===== config.mk =====
export PLATFORM = sky130hd
export DESIGN_NAME = word_serializer
export DESIGN_NICKNAME = d
export VERILOG_FILES = /design/src/rtl/word_serializer.sv
export SDC_FILE = /design/constraint.sdc
export NUM_CORES = 1
export LEC_CHECK = 0
export BUFFER_PORTS_ARGS = -buffer_cell sky130_fd_sc_hd__buf_4
export CORE_MARGIN = 2
export CORE_UTILIZATION = 66
export CTS_BUF_LIST = sky130_fd_sc_hd__clkbuf_8
export DETAILED_ROUTE_END_ITERATION = 7
export GPL_TIMING_DRIVEN = 0
export PLACE_DENSITY_LB_ADDON = 0.15
export REMOVE_ABC_BUFFERS = 1
export SYNTH_ARGS = -nofsm -noshare
export SYNTH_HDL_FRONTEND = slang
export SYNTH_SLANG_ARGS = --single-unit

===== constraint.sdc =====
create_clock -name clk -period 5.3 [get_ports clk]
set_clock_uncertainty 0.1 [all_clocks]
set_input_delay 0.265 -clock clk [delete_from_list [all_inputs] [get_ports clk]]
set_output_delay 0.265 -clock clk [all_outputs]
set_load 0.005 [all_outputs]

===== src/rtl/word_serializer.sv =====
// Serial transmitter for the 33-bit datapath word (32 data bits + flag in bit 32).
// Frame: start bit, 33 data bits LSB first, parity bit, stop bit; line idles high.
module word_serializer #(
  parameter int CLKS_PER_BIT = 4,
  parameter bit PARITY_ODD   = 1'b0
) (
  input  logic        clk,
  input  logic        rst,
  input  logic [32:0] in_word,
  input  logic        in_valid,
  output logic        in_ready,
  output logic        tx_line,
  output logic        busy,
  output logic        done
);

  typedef enum logic [2:0] {
    IDLE,
    START,
    DATA,
    PARITY,
    STOP
  } state_t;

  localparam logic [15:0] LAST_TICK = 16'(CLKS_PER_BIT - 1);

  state_t      state;
  logic [32:0] shreg;
  logic        parity_bit;
  logic [15:0] clk_cnt;
  logic [5:0]  bit_cnt;
  logic        bit_end;

  assign bit_end = (clk_cnt == LAST_TICK);

  // Every output is registered; tx_line is set one edge ahead so each bit
  // becomes visible exactly on the cycle after its transition edge.
  always_ff @(posedge clk or posedge rst) begin
    if (rst) begin
      state      <= IDLE;
      shreg      <= '0;
      parity_bit <= 1'b0;
      clk_cnt    <= '0;
      bit_cnt    <= '0;
      tx_line    <= 1'b1;
      in_ready   <= 1'b1;
      busy       <= 1'b0;
      done       <= 1'b0;
    end else begin
      done <= 1'b0;
      case (state)
        IDLE: begin
          if (in_valid && in_ready) begin
            shreg      <= in_word;
            parity_bit <= (^in_word) ^ PARITY_ODD;
            clk_cnt    <= '0;
            bit_cnt    <= '0;
            tx_line    <= 1'b0;
            in_ready   <= 1'b0;
            busy       <= 1'b1;
            state      <= START;
          end
        end
        START: begin
          if (bit_end) begin
            clk_cnt <= '0;
            tx_line <= shreg[0];
            state   <= DATA;
          end else begin
            clk_cnt <= clk_cnt + 16'd1;
          end
        end
        DATA: begin
          if (bit_end) begin
            clk_cnt <= '0;
            if (bit_cnt == 6'd32) begin
              tx_line <= parity_bit;
              state   <= PARITY;
            end else begin
              shreg   <= shreg >> 1;
              tx_line <= shreg[1];
              bit_cnt <= bit_cnt + 6'd1;
            end
          end else begin
            clk_cnt <= clk_cnt + 16'd1;
          end
        end
        PARITY: begin
          if (bit_end) begin
            clk_cnt <= '0;
            tx_line <= 1'b1;
            state   <= STOP;
          end else begin
            clk_cnt <= clk_cnt + 16'd1;
          end
        end
        STOP: begin
          if (bit_end) begin
            clk_cnt  <= '0;
            in_ready <= 1'b1;
            busy     <= 1'b0;
            done     <= 1'b1;
            state    <= IDLE;
          end else begin
            clk_cnt <= clk_cnt + 16'd1;
          end
        end
        default: begin
          state    <= IDLE;
          tx_line  <= 1'b1;
          in_ready <= 1'b1;
          busy     <= 1'b0;
        end
      endcase
    end
  end

endmodule


==> results of run 1 <==
-- cells in the final DEF (no fill, tap or decap), types with 10 or more instances in the layout --
cell,count
clkbuf_8,13
dfrtp_1,61
nand3_1,10
xnor2_1,32
buf_4,39
xor2_1,19
a31oi_2,28
nor2_2,19
nand2_1,79
nor2_1,43
-- final cells by class --
class,count,share of cell area (%)
Clock buffer,13,4.345
Clock inverter,3,0.3646
Inverter,3,0.2735
Multi-Input combinational cell,287,46.28
Sequential cell,63,38.35
Tap cell,72,2.188
Timing Repair Buffer,42,8.204
-- timing repair --
action                                 4_1_cts  5_1_grt
gates resized for setup                      0        0
endpoints found under the hold margin       26        0
hold buffers                                 1        0
-- kinds of logic after synthesis --
family	share of synthesized area [%]
fa+ha+maj	1.029
mux	0.8913
simple gates	23.76
xor+xnor	12.86
flops	43.26
buf+inv	4.662
compound gates	13.54
-- power by group --
group	total, W	internal [W]	switching [W]
combinational	0.000121	0.0000671	0.0000539
sequential	0.000481	0.000481	0
clock	0.000401	0.000219	0.000182
-- critical path: stages (launching register included) --
cell      delay [ns]
dfrtp_1         0.53
nand2b_4        0.22
or2_2           0.55
nor3_4          0.32
or2_4           0.78
nor2_1          0.13
a31oi_2         0.19
-- worst min-delay path by stage --
stage	endpoint	slack (ns)
after floorplan	shreg[32]	0.28
after global placement	parity_bit	0.39
after detailed placement	clk_cnt[7]	0.29
after CTS	shreg[32]	0.06
after global routing	shreg[32]	0.08
final	shreg[32]	0.07
-- per-layer routing --
| metal | part of all wire, % | up-vias | GRT usage [%] |
|---|---|---|---|
| li1 | - | 1326 | - |
| met1 | 45 | 1313 | 32.87 |
| met2 | 51 | 49 | 41.03 |
| met3 | 3.3 | 10 | 6.322 |
| met4 | 1.6 | 0 | 10.35 |
| met5 | 0 | - | 0 |
-- through the flow --
stage	total power, W	util, %	cell area [um^2]	hold WS, ns
floorplan	0.0005694	-	3491	0.2818
global placement	0.0006057	71.22	3874	0.3936
detailed placement	0.0006110	71.96	3914	0.2944
CTS	0.001009	75.71	4118	0.06210
global route	0.001049	75.71	4118	0.07627
finish	0.001003	75.71	4118	0.07005
-- state kept, by name, indices dropped and copies added, names as in the netlist --
register / flops
bit_cnt: 6
busy: 1
clk_cnt: 16
done: 1
in_ready: 1
parity_bit: 1
shreg: 33
state: 3
tx_line: 1
==> results.json, run 1 <==
{
  "worstSetupStartpointType": "flip-flop",
  "synth_top_area_share_pct": 41.82,
  "cts_tree": "done",
  "routabilityCongestion": 0.8270,
  "finalNetCount": 445,
  "ctsHtreeMaxLevel": 3,
  "fmax_mhz": 340.5,
  "layout_setup_ws_ns": 2.363,
  "drt_first_iter_violations": 141,
  "rows": 27,
  "antenna_found_initial": 0,
  "hp-start": "in_word[32]",
  "hpwl_um": 4704,
  "ios": 40,
  "yosys_warnings": 0,
  "overflow": 0,
  "r2r_end": "shreg[16]",
  "drv_cap": 0,
  "rsz0062_at_grt": "false",
  "critPathKind": "flip-flop to flip-flop",
  "synth_enable_flop_cells": 0,
  "crit_fanout": 64,
  "worstSkewPairLatency_ns": 0.34,
  "ys.flop_type": "dfrtp_1",
  "clock_path_buffers": 2,
  "hold_depth": 3,
  "cts_sinks": 63,
  "dr.pass1.iters": 4,
  "wl_per_cell_um": 14.08,
  "yosysTopAreaCell": "dfrtp_1",
  "final.min_clock_period_ns": 2.937,
  "ys_async_sr_fraction_pct": 100.0,
  "setup-tns-final_ns": 0,
  "required_ns": 5.45,
  "r2r-start": "state[2]",
  "dieArea_um2": 6141,
  "vias_per_cell": 5.586,
  "post_route_cells_drive_above_1_share_pct": 28.71,
  "track_usage_pct": 25.37,
  "startpoint": "state[2]",
  "ir_drop_mv": 0.1420,
  "syn_avg_cell_area_um2": 9.759,
  "die_y_um": 78.37,
  "rr_worst_depth": 6,
  "status": "complete, no violations",
  "ys_ff_latch": 63,
  "synth-seq-area-share_pct": 43.26,
  "power_leakage_nw": 1.830,
  "drcViolationCount": 0,
  "layoutNonFillerInstCount": 483,
  "fill_cells": 385,
  "slew_viol_final": 0,
  "cts_setup_buffers": 0,
  "ys_top_cells_by_area": "dfrtp_1 42%, a31oi_2 9.6%, nand2_1 8.1%, xnor2_1 7.7%, xor2_1 4.6%",
  "clkSlewWorstSetupHoldPaths_ns": 0.07,
  "grt_pass1_vias": 2714,
  "p_per_area_nw_per_um2": 243.5,
  "multi_input_area_um2": 1906,
  "crit_arrival_ns": 3.09,
  "core_um2": 5439,
  "vias": 2698,
  "ant_nets": 0,
  "cts_buffers": 9,
  "seq_area_um2": 1579,
  "maxSlewHeadroom_pct": 38.37,
  "initial_core_util_pct": 67.10,
  "place_ws_ns": 2.362,
  "diodes": 0,
  "synthTopCellsByCount": "79 x nand2_1, 61 x dfrtp_1, 44 x nor2_1",
  "grt_start_max_net_pins": 65,
  "hold_viol_final": 0,
  "cts_root_buf": "clkbuf_8",
  "dp_cells": 466,
  "wl_um": 6803,
  "worstSetupEndpointType": "flip-flop",
  "synth_most_common_cell": "nand2_1",
  "timing.final.crit_share_pct": 55.41,
  "synthCells": 374,
  "io_buffers": 39,
  "syn_area_um2": 3650,
  "report.final.setup_viol": 0,
  "grt_first_pass_wirelength_um": 12150,
  "syn2layout_area_growth_pct": 12.82,
  "ys_types": 46,
  "hold_class": "input pin to flip-flop",
  "endpoint": "shreg[16]",
  "tightest_slew_ns": 0.9245,
  "fp.dieW_um": 78.37,
  "r2r_slack_ns": 2.36
}
Note: power is estimated with default switching activity, not from simulation.
==> inputs of run 2 (changes only) <==
--- a/config.mk
+++ b/config.mk
@@ -7,7 +7,7 @@
 export LEC_CHECK = 0
 export BUFFER_PORTS_ARGS = -buffer_cell sky130_fd_sc_hd__buf_4
 export CORE_MARGIN = 2
-export CORE_UTILIZATION = 66
+export CORE_UTILIZATION = 61
 export CTS_BUF_LIST = sky130_fd_sc_hd__clkbuf_8
 export DETAILED_ROUTE_END_ITERATION = 7
 export GPL_TIMING_DRIVEN = 0
==> constraint.sdc (replaced) <==
create_clock -name clk -period 2.9 [get_ports clk]
set_clock_uncertainty 0.1 [all_clocks]
set_input_delay 0.145 -clock clk [delete_from_list [all_inputs] [get_ports clk]]
set_output_delay 0.145 -clock clk [all_outputs]
set_load 0.005 [all_outputs]
==> results.json, run 2 (synthesis results as in run 1) <==
{
  "dr.pass1.iters": 4,
  "rsz0062_at_grt": "false",
  "rows": 28,
  "maxSlewHeadroom_pct": 33.91,
  "grt_start_max_net_pins": 38,
  "timing.final.crit_share_pct": 94.62,
  "layout_commonest_cell": "nand2_1",
  "rr_worst_depth": 6,
  "clkSlewWorstSetupHoldPaths_ns": 0.07,
  "slowest_stage": "or2_2",
  "r2r_slack_ns": 0.16,
  "place_ws_ns": -0.03594,
  "finalNetCount": 463,
  "path_cells": "nand2b_4 -> or2_2 -> nor3_4 -> or2_4 -> nor2_1 -> a31oi_2",
  "wl_per_cell_um": 14.86,
  "top_register": "shreg",
  "cts_sinks": 63,
  "overflow": 0,
  "required_ns": 3.06,
  "slew_viol_final": 0,
  "dieArea_um2": 6618,
  "comb_power_share_pct": 12.7,
  "drv_cap": 0,
  "critPathKind": "flip-flop to flip-flop",
  "io_buffers": 39,
  "p_clk_share_pct": 40.9,
  "track_usage_pct": 25.06,
  "syn2layout_area_growth_pct": 17.83,
  "cts_buffers": 9,
  "violations": "negative hold slack",
  "clock_path_buffers": 2,
  "r2r_end": "shreg[15]",
  "ir_drop_mv": 0.3141,
  "ctsHtreeMaxLevel": 3,
  "routabilityCongestion": 0.7743,
  "worstSetupEndpointType": "flip-flop",
  "grt_pass1_vias": 2687,
  "dpl_cell_area_um2": 3918,
  "ant_nets": 0,
  "p_switching_w": 0.0004620,
  "post_route_cells_drive_above_1_share_pct": 27.97,
  "worstSetupStartpointType": "flip-flop",
  "antenna_found_initial": 0,
  "status": "finished with violations",
  "hold_viol_final": 1,
  "endpoint": "shreg[15]",
  "top_regs": "shreg: 33 flops, clk_cnt: 16 flops, bit_cnt: 6 flops",
  "final_cell_mix": "79 x nand2_1, 61 x dfrtp_1, 43 x nor2_1",
  "core_um2": 5851,
  "crit_fanout": 35,
  "power_leakage_nw": 1.901,
  "worstSkewPairLatency_ns": 0.35,
  "crit_arrival_ns": 2.91,
  "hpwl_um": 4614,
  "fp.dieW_um": 81.35,
  "fmax_mhz": 364.4,
  "cts_root_buf": "clkbuf_8",
  "drcViolationCount": 0,
  "cts_setup_buffers": 0,
  "die_y_um": 81.35,
  "report.final.setup_viol": 0,
  "ios": 40,
  "hold_class": "input pin to flip-flop",
  "cp_slowest_stage_delay_ns": 0.57,
  "drt_first_iter_violations": 138,
  "vias_per_cell": 5.435,
  "timing.hold.ws_ns": -0.0001124,
  "wl_um": 7488,
  "cts_tree": "done",
  "final_cell_area_um2": 4300,
  "startpoint": "state[2]",
  "final.min_clock_period_ns": 2.744,
  "diodes": 0,
  "vias": 2739,
  "hold_depth": 3,
  "largest_register_ffs": 33,
  "grt_first_pass_wirelength_um": 12660,
  "p_per_area_nw_per_um2": 440.0,
  "seqPwrFrac_pct": 46.4,
  "p_sw_share_pct": 24.42,
  "layout_setup_ws_ns": 0.1561,
  "tightest_slew_ns": 0.9832,
  "initial_core_util_pct": 62.38,
  "r2r-start": "state[2]",
  "intPower_w": 0.001430,
  "fill_cells": 413
}
run 2: changes by cell type in the layout (fill, tap and decap cells not counted), sizes merged:
cell / delta
bufinv: +1
clkinvlp: +2
clkbuf: -3
or2: +2
dlygate4sd3: +16
run 2: final cells by class:
type                       instances  area, um^2  area share, %
clock buffer                      10       137.6          3.200
clock inverter                     6       60.06          1.397
inverter                           3       11.26         0.2619
multi-input combinational        289        1921          44.66
sequential                        63        1579          36.72
tap                               75       93.84          2.182
timing repair buffer              58       498.0          11.58
run 2: worst min-delay path by stage:
stage | startpoint | to | slack [ns]
after floorplan | in_word[32] | shreg[32] | 0.16
after CTS | in_word[10] | shreg[10] | 0.0006
final | in_word[30] | shreg[30] | -0.0001
after global routing | in_word[0] | shreg[0] | 0.01
after detailed placement | rst | clk_cnt[6] | 0.16
after global placement | in_word[32] | shreg[32] | 0.27
run 2: power by group through the flow:
stage / clock, W / sequential, W / combinational [W]
after floorplan: 0 / 0.000895 / 0.000145
after global placement: 0 / 0.000895 / 0.000213
after detailed placement: 0 / 0.000895 / 0.000220
after CTS: 0.000786 / 0.000878 / 0.000239
after global routing: 0.000822 / 0.000878 / 0.000264
final: 0.000775 / 0.000878 / 0.000239
run 2: timing repair:
item,CTS,global route
gates cloned,1,1
setup endpoints to repair,32,2
hold buffers,17,0
pin swaps,0,0
hold endpoints to repair,42,0
resized for setup,1,0
run 2: critical path, delay by kind of cell (launching register included):
kind	cells	cell delay, ns
AOI/OAI and AO/OA	1	0.15
DFF	1	0.54
and+or+nand+nor	5	1.85
run 2: per-stage QoR:
stage	util, %	hold WS (ns)	setup TNS, ns	total power, W	cells
floorplan	-	0.1618	-22.62	0.001041	353
global route	73.50	0.01113	0	0.001963	504
detailed placement	66.96	0.1605	-0.4373	0.001115	469
finish	73.50	-0.0001124	0	0.001892	504
global placement	66.27	0.2693	-43.38	0.001108	467
CTS	73.40	0.0005637	0	0.001904	503
run 2: per-layer routing:
| layer | vias up | part of all wire (%) | track usage, % |
|---|---|---|---|
| met3 | 11 | 2.6 | 3.444 |
| met2 | 44 | 50 | 40.74 |
| met1 | 1319 | 46 | 33.84 |
| met5 | - | 0 | 0 |
| met4 | 0 | 1.6 | 10.00 |
| li1 | 1365 | - | - |
==> inputs of run 3 (changes only) <==
--- a/config.mk
+++ b/config.mk
@@ -6,12 +6,13 @@
 export NUM_CORES = 1
 export LEC_CHECK = 0
 export BUFFER_PORTS_ARGS = -buffer_cell sky130_fd_sc_hd__buf_4
+export CAP_MARGIN = 40
 export CORE_MARGIN = 2
 export CORE_UTILIZATION = 61
 export CTS_BUF_LIST = sky130_fd_sc_hd__clkbuf_8
 export DETAILED_ROUTE_END_ITERATION = 7
 export GPL_TIMING_DRIVEN = 0
-export PLACE_DENSITY_LB_ADDON = 0.15
+export PLACE_DENSITY = 0.82
 export REMOVE_ABC_BUFFERS = 1
 export SYNTH_ARGS = -nofsm -noshare
 export SYNTH_HDL_FRONTEND = slang
==> results.json, run 3 (synthesis results as in run 1) <==
{
  "diodes": 0,
  "rows": 28,
  "cpLargestDelayFamily": "simple AND/OR/NAND/NOR gates",
  "cts_root_buf": "clkbuf_8",
  "grt_pass1_vias": 2930,
  "layout_commonest_cell": "nand2_1",
  "hpwl_um": 4621,
  "layoutNonFillerInstCount": 518,
  "hold_viol_final": 0,
  "status": "complete, no violations",
  "wl_um": 7841,
  "fmax_mhz": 371.4,
  "cts_buffers": 9,
  "dr.pass1.iters": 4,
  "r2r_end": "shreg[28]",
  "tightest_slew_ns": 0.9065,
  "clock_path_buffers": 2,
  "crit_cells": 6,
  "ios": 40,
  "p_per_area_nw_per_um2": 411.5,
  "die_y_um": 81.35,
  "ant_nets": 0,
  "ir_drop_mv": 0.2919,
  "grt_start_max_net_pins": 40,
  "antenna_found_initial": 0,
  "startpoint": "state[2]",
  "finalNetCount": 477,
  "crit_fanout": 35,
  "worstSetupStartpointType": "flip-flop",
  "hold_class": "input pin to flip-flop",
  "rsz0062_at_grt": "false",
  "crit_arrival_ns": 2.86,
  "largest_register_ffs": 33,
  "timing.final.crit_share_pct": 92.84,
  "overflow": 0,
  "clkSlewWorstSetupHoldPaths_ns": 0.07,
  "report.final.setup_viol": 0,
  "wl_per_cell_um": 15.14,
  "routabilityCongestion": 0.8000,
  "slowest_stage": "or2_2",
  "top_regs": "shreg: 33 flops, clk_cnt: 16 flops, bit_cnt: 6 flops",
  "cts_tree": "done",
  "critPathKind": "flip-flop to flip-flop",
  "io_buffers": 39,
  "vias_per_cell": 5.616,
  "syn2layout_area_growth_pct": 21.46,
  "slew_viol_final": 0,
  "power_leakage_nw": 1.963,
  "r2r_slack_ns": 0.21,
  "final.min_clock_period_ns": 2.692,
  "final_cell_mix": "79 x nand2_1, 61 x dfrtp_1, 43 x nor2_1",
  "ctsHtreeMaxLevel": 3,
  "r2r-start": "state[2]",
  "final_util_pct": 75.77,
  "top_register": "shreg",
  "dp_cells": 470,
  "worstSetupEndpointType": "flip-flop",
  "drt_first_iter_violations": 210,
  "cts_sinks": 63,
  "worstSkewPairLatency_ns": 0.35,
  "rr_worst_depth": 6,
  "cp_slowest_stage_delay_ns": 0.56,
  "required_ns": 3.07,
  "drcViolationCount": 0,
  "grt_first_pass_wirelength_um": 13530,
  "track_usage_pct": 27.20,
  "path_cells": "nand2b_4 -> or2_2 -> nor3_4 -> or2_4 -> nor2_1 -> a31oi_1",
  "vias": 2909,
  "endpoint": "shreg[28]",
  "fp.dieW_um": 81.35,
  "drv_cap": 0,
  "cts_setup_buffers": 0,
  "core_um2": 5851,
  "hold_depth": 3,
  "dieArea_um2": 6618,
  "initial_core_util_pct": 62.38,
  "path_buf_inv": 0,
  "post_route_cells_drive_above_1_share_pct": 26.64,
  "maxSlewHeadroom_pct": 39.07
}
[run 3: changes by cell type in the layout (fill, tap and decap cells not counted)]
cell,change
buf_16,+1
buf_4,+1
buf_8,-1
bufinv_16,-1
clkbuf_8,+1
clkinv_2,-1
clkinvlp_4,-1
dlygate4sd3_1,+14
inv_1,+2
or2_2,-1
[run 3: what timing repair did]
action	4_1_cts	5_1_grt
cloned	1	0
hold buffers	31	0
endpoints found under the hold margin	54	0
endpoints found under the setup margin	5	23
resized for setup	0	1
[run 3: worst min-delay path by stage]
stage | start | end
after floorplan | in_word[32] | shreg[32]
after global placement | in_word[32] | shreg[32]
after detailed placement | rst | shreg[13]
after CTS | in_word[8] | shreg[8]
after global routing | in_word[8] | shreg[8]
final | in_word[8] | shreg[8]
[run 3: layout make-up]
class | instances | area (um^2)
clock buffer | 11 | 151.4
multi-input combinational | 288 | 1914
inverter | 3 | 11.26
clock inverter | 5 | 25.02
tap | 75 | 93.84
timing repair buffer | 73 | 658.1
fill | 376 | 1418
sequential | 63 | 1579
[run 3: tightest hold or removal path, stage by stage]
cell	delay, ns
buf_4	0.12
nand2_1	0.06
a31oi_2	0.08
[run 3: layer usage]
metal  up-vias  share of wire [%]  GRT usage (%)
li1       1396                  -              -
met1      1417                 41          34.10
met2        80                 52          44.43
met3        16                4.9          8.222
met4         0                1.7          9.831
met5         -                  0              0
[run 3: report_power, final]
group	switching, W	internal [W]
logic	0.000110	0.000149
clock network	0.000339	0.000347
registers	0	0.000879
total	0.000449	0.00138
[run 3: stage by stage]
stage	instance area [um^2]	setup WS (ns)	total power (W)	hold slack (ns)	TNS (ns)
2_1_floorplan	3491	-0.7230	0.001041	0.1618	-22.62
3_3_place_gp	3877	-1.312	0.001109	0.2852	-41.22
3_5_place_dp	3938	-0.01664	0.001120	0.1285	-0.02262
4_1_cts	4431	0.01390	0.001833	0.001030	0
5_1_grt	4433	0.04846	0.001898	0.001028	0
6_report	4433	0.2076	0.001824	0.01289	0
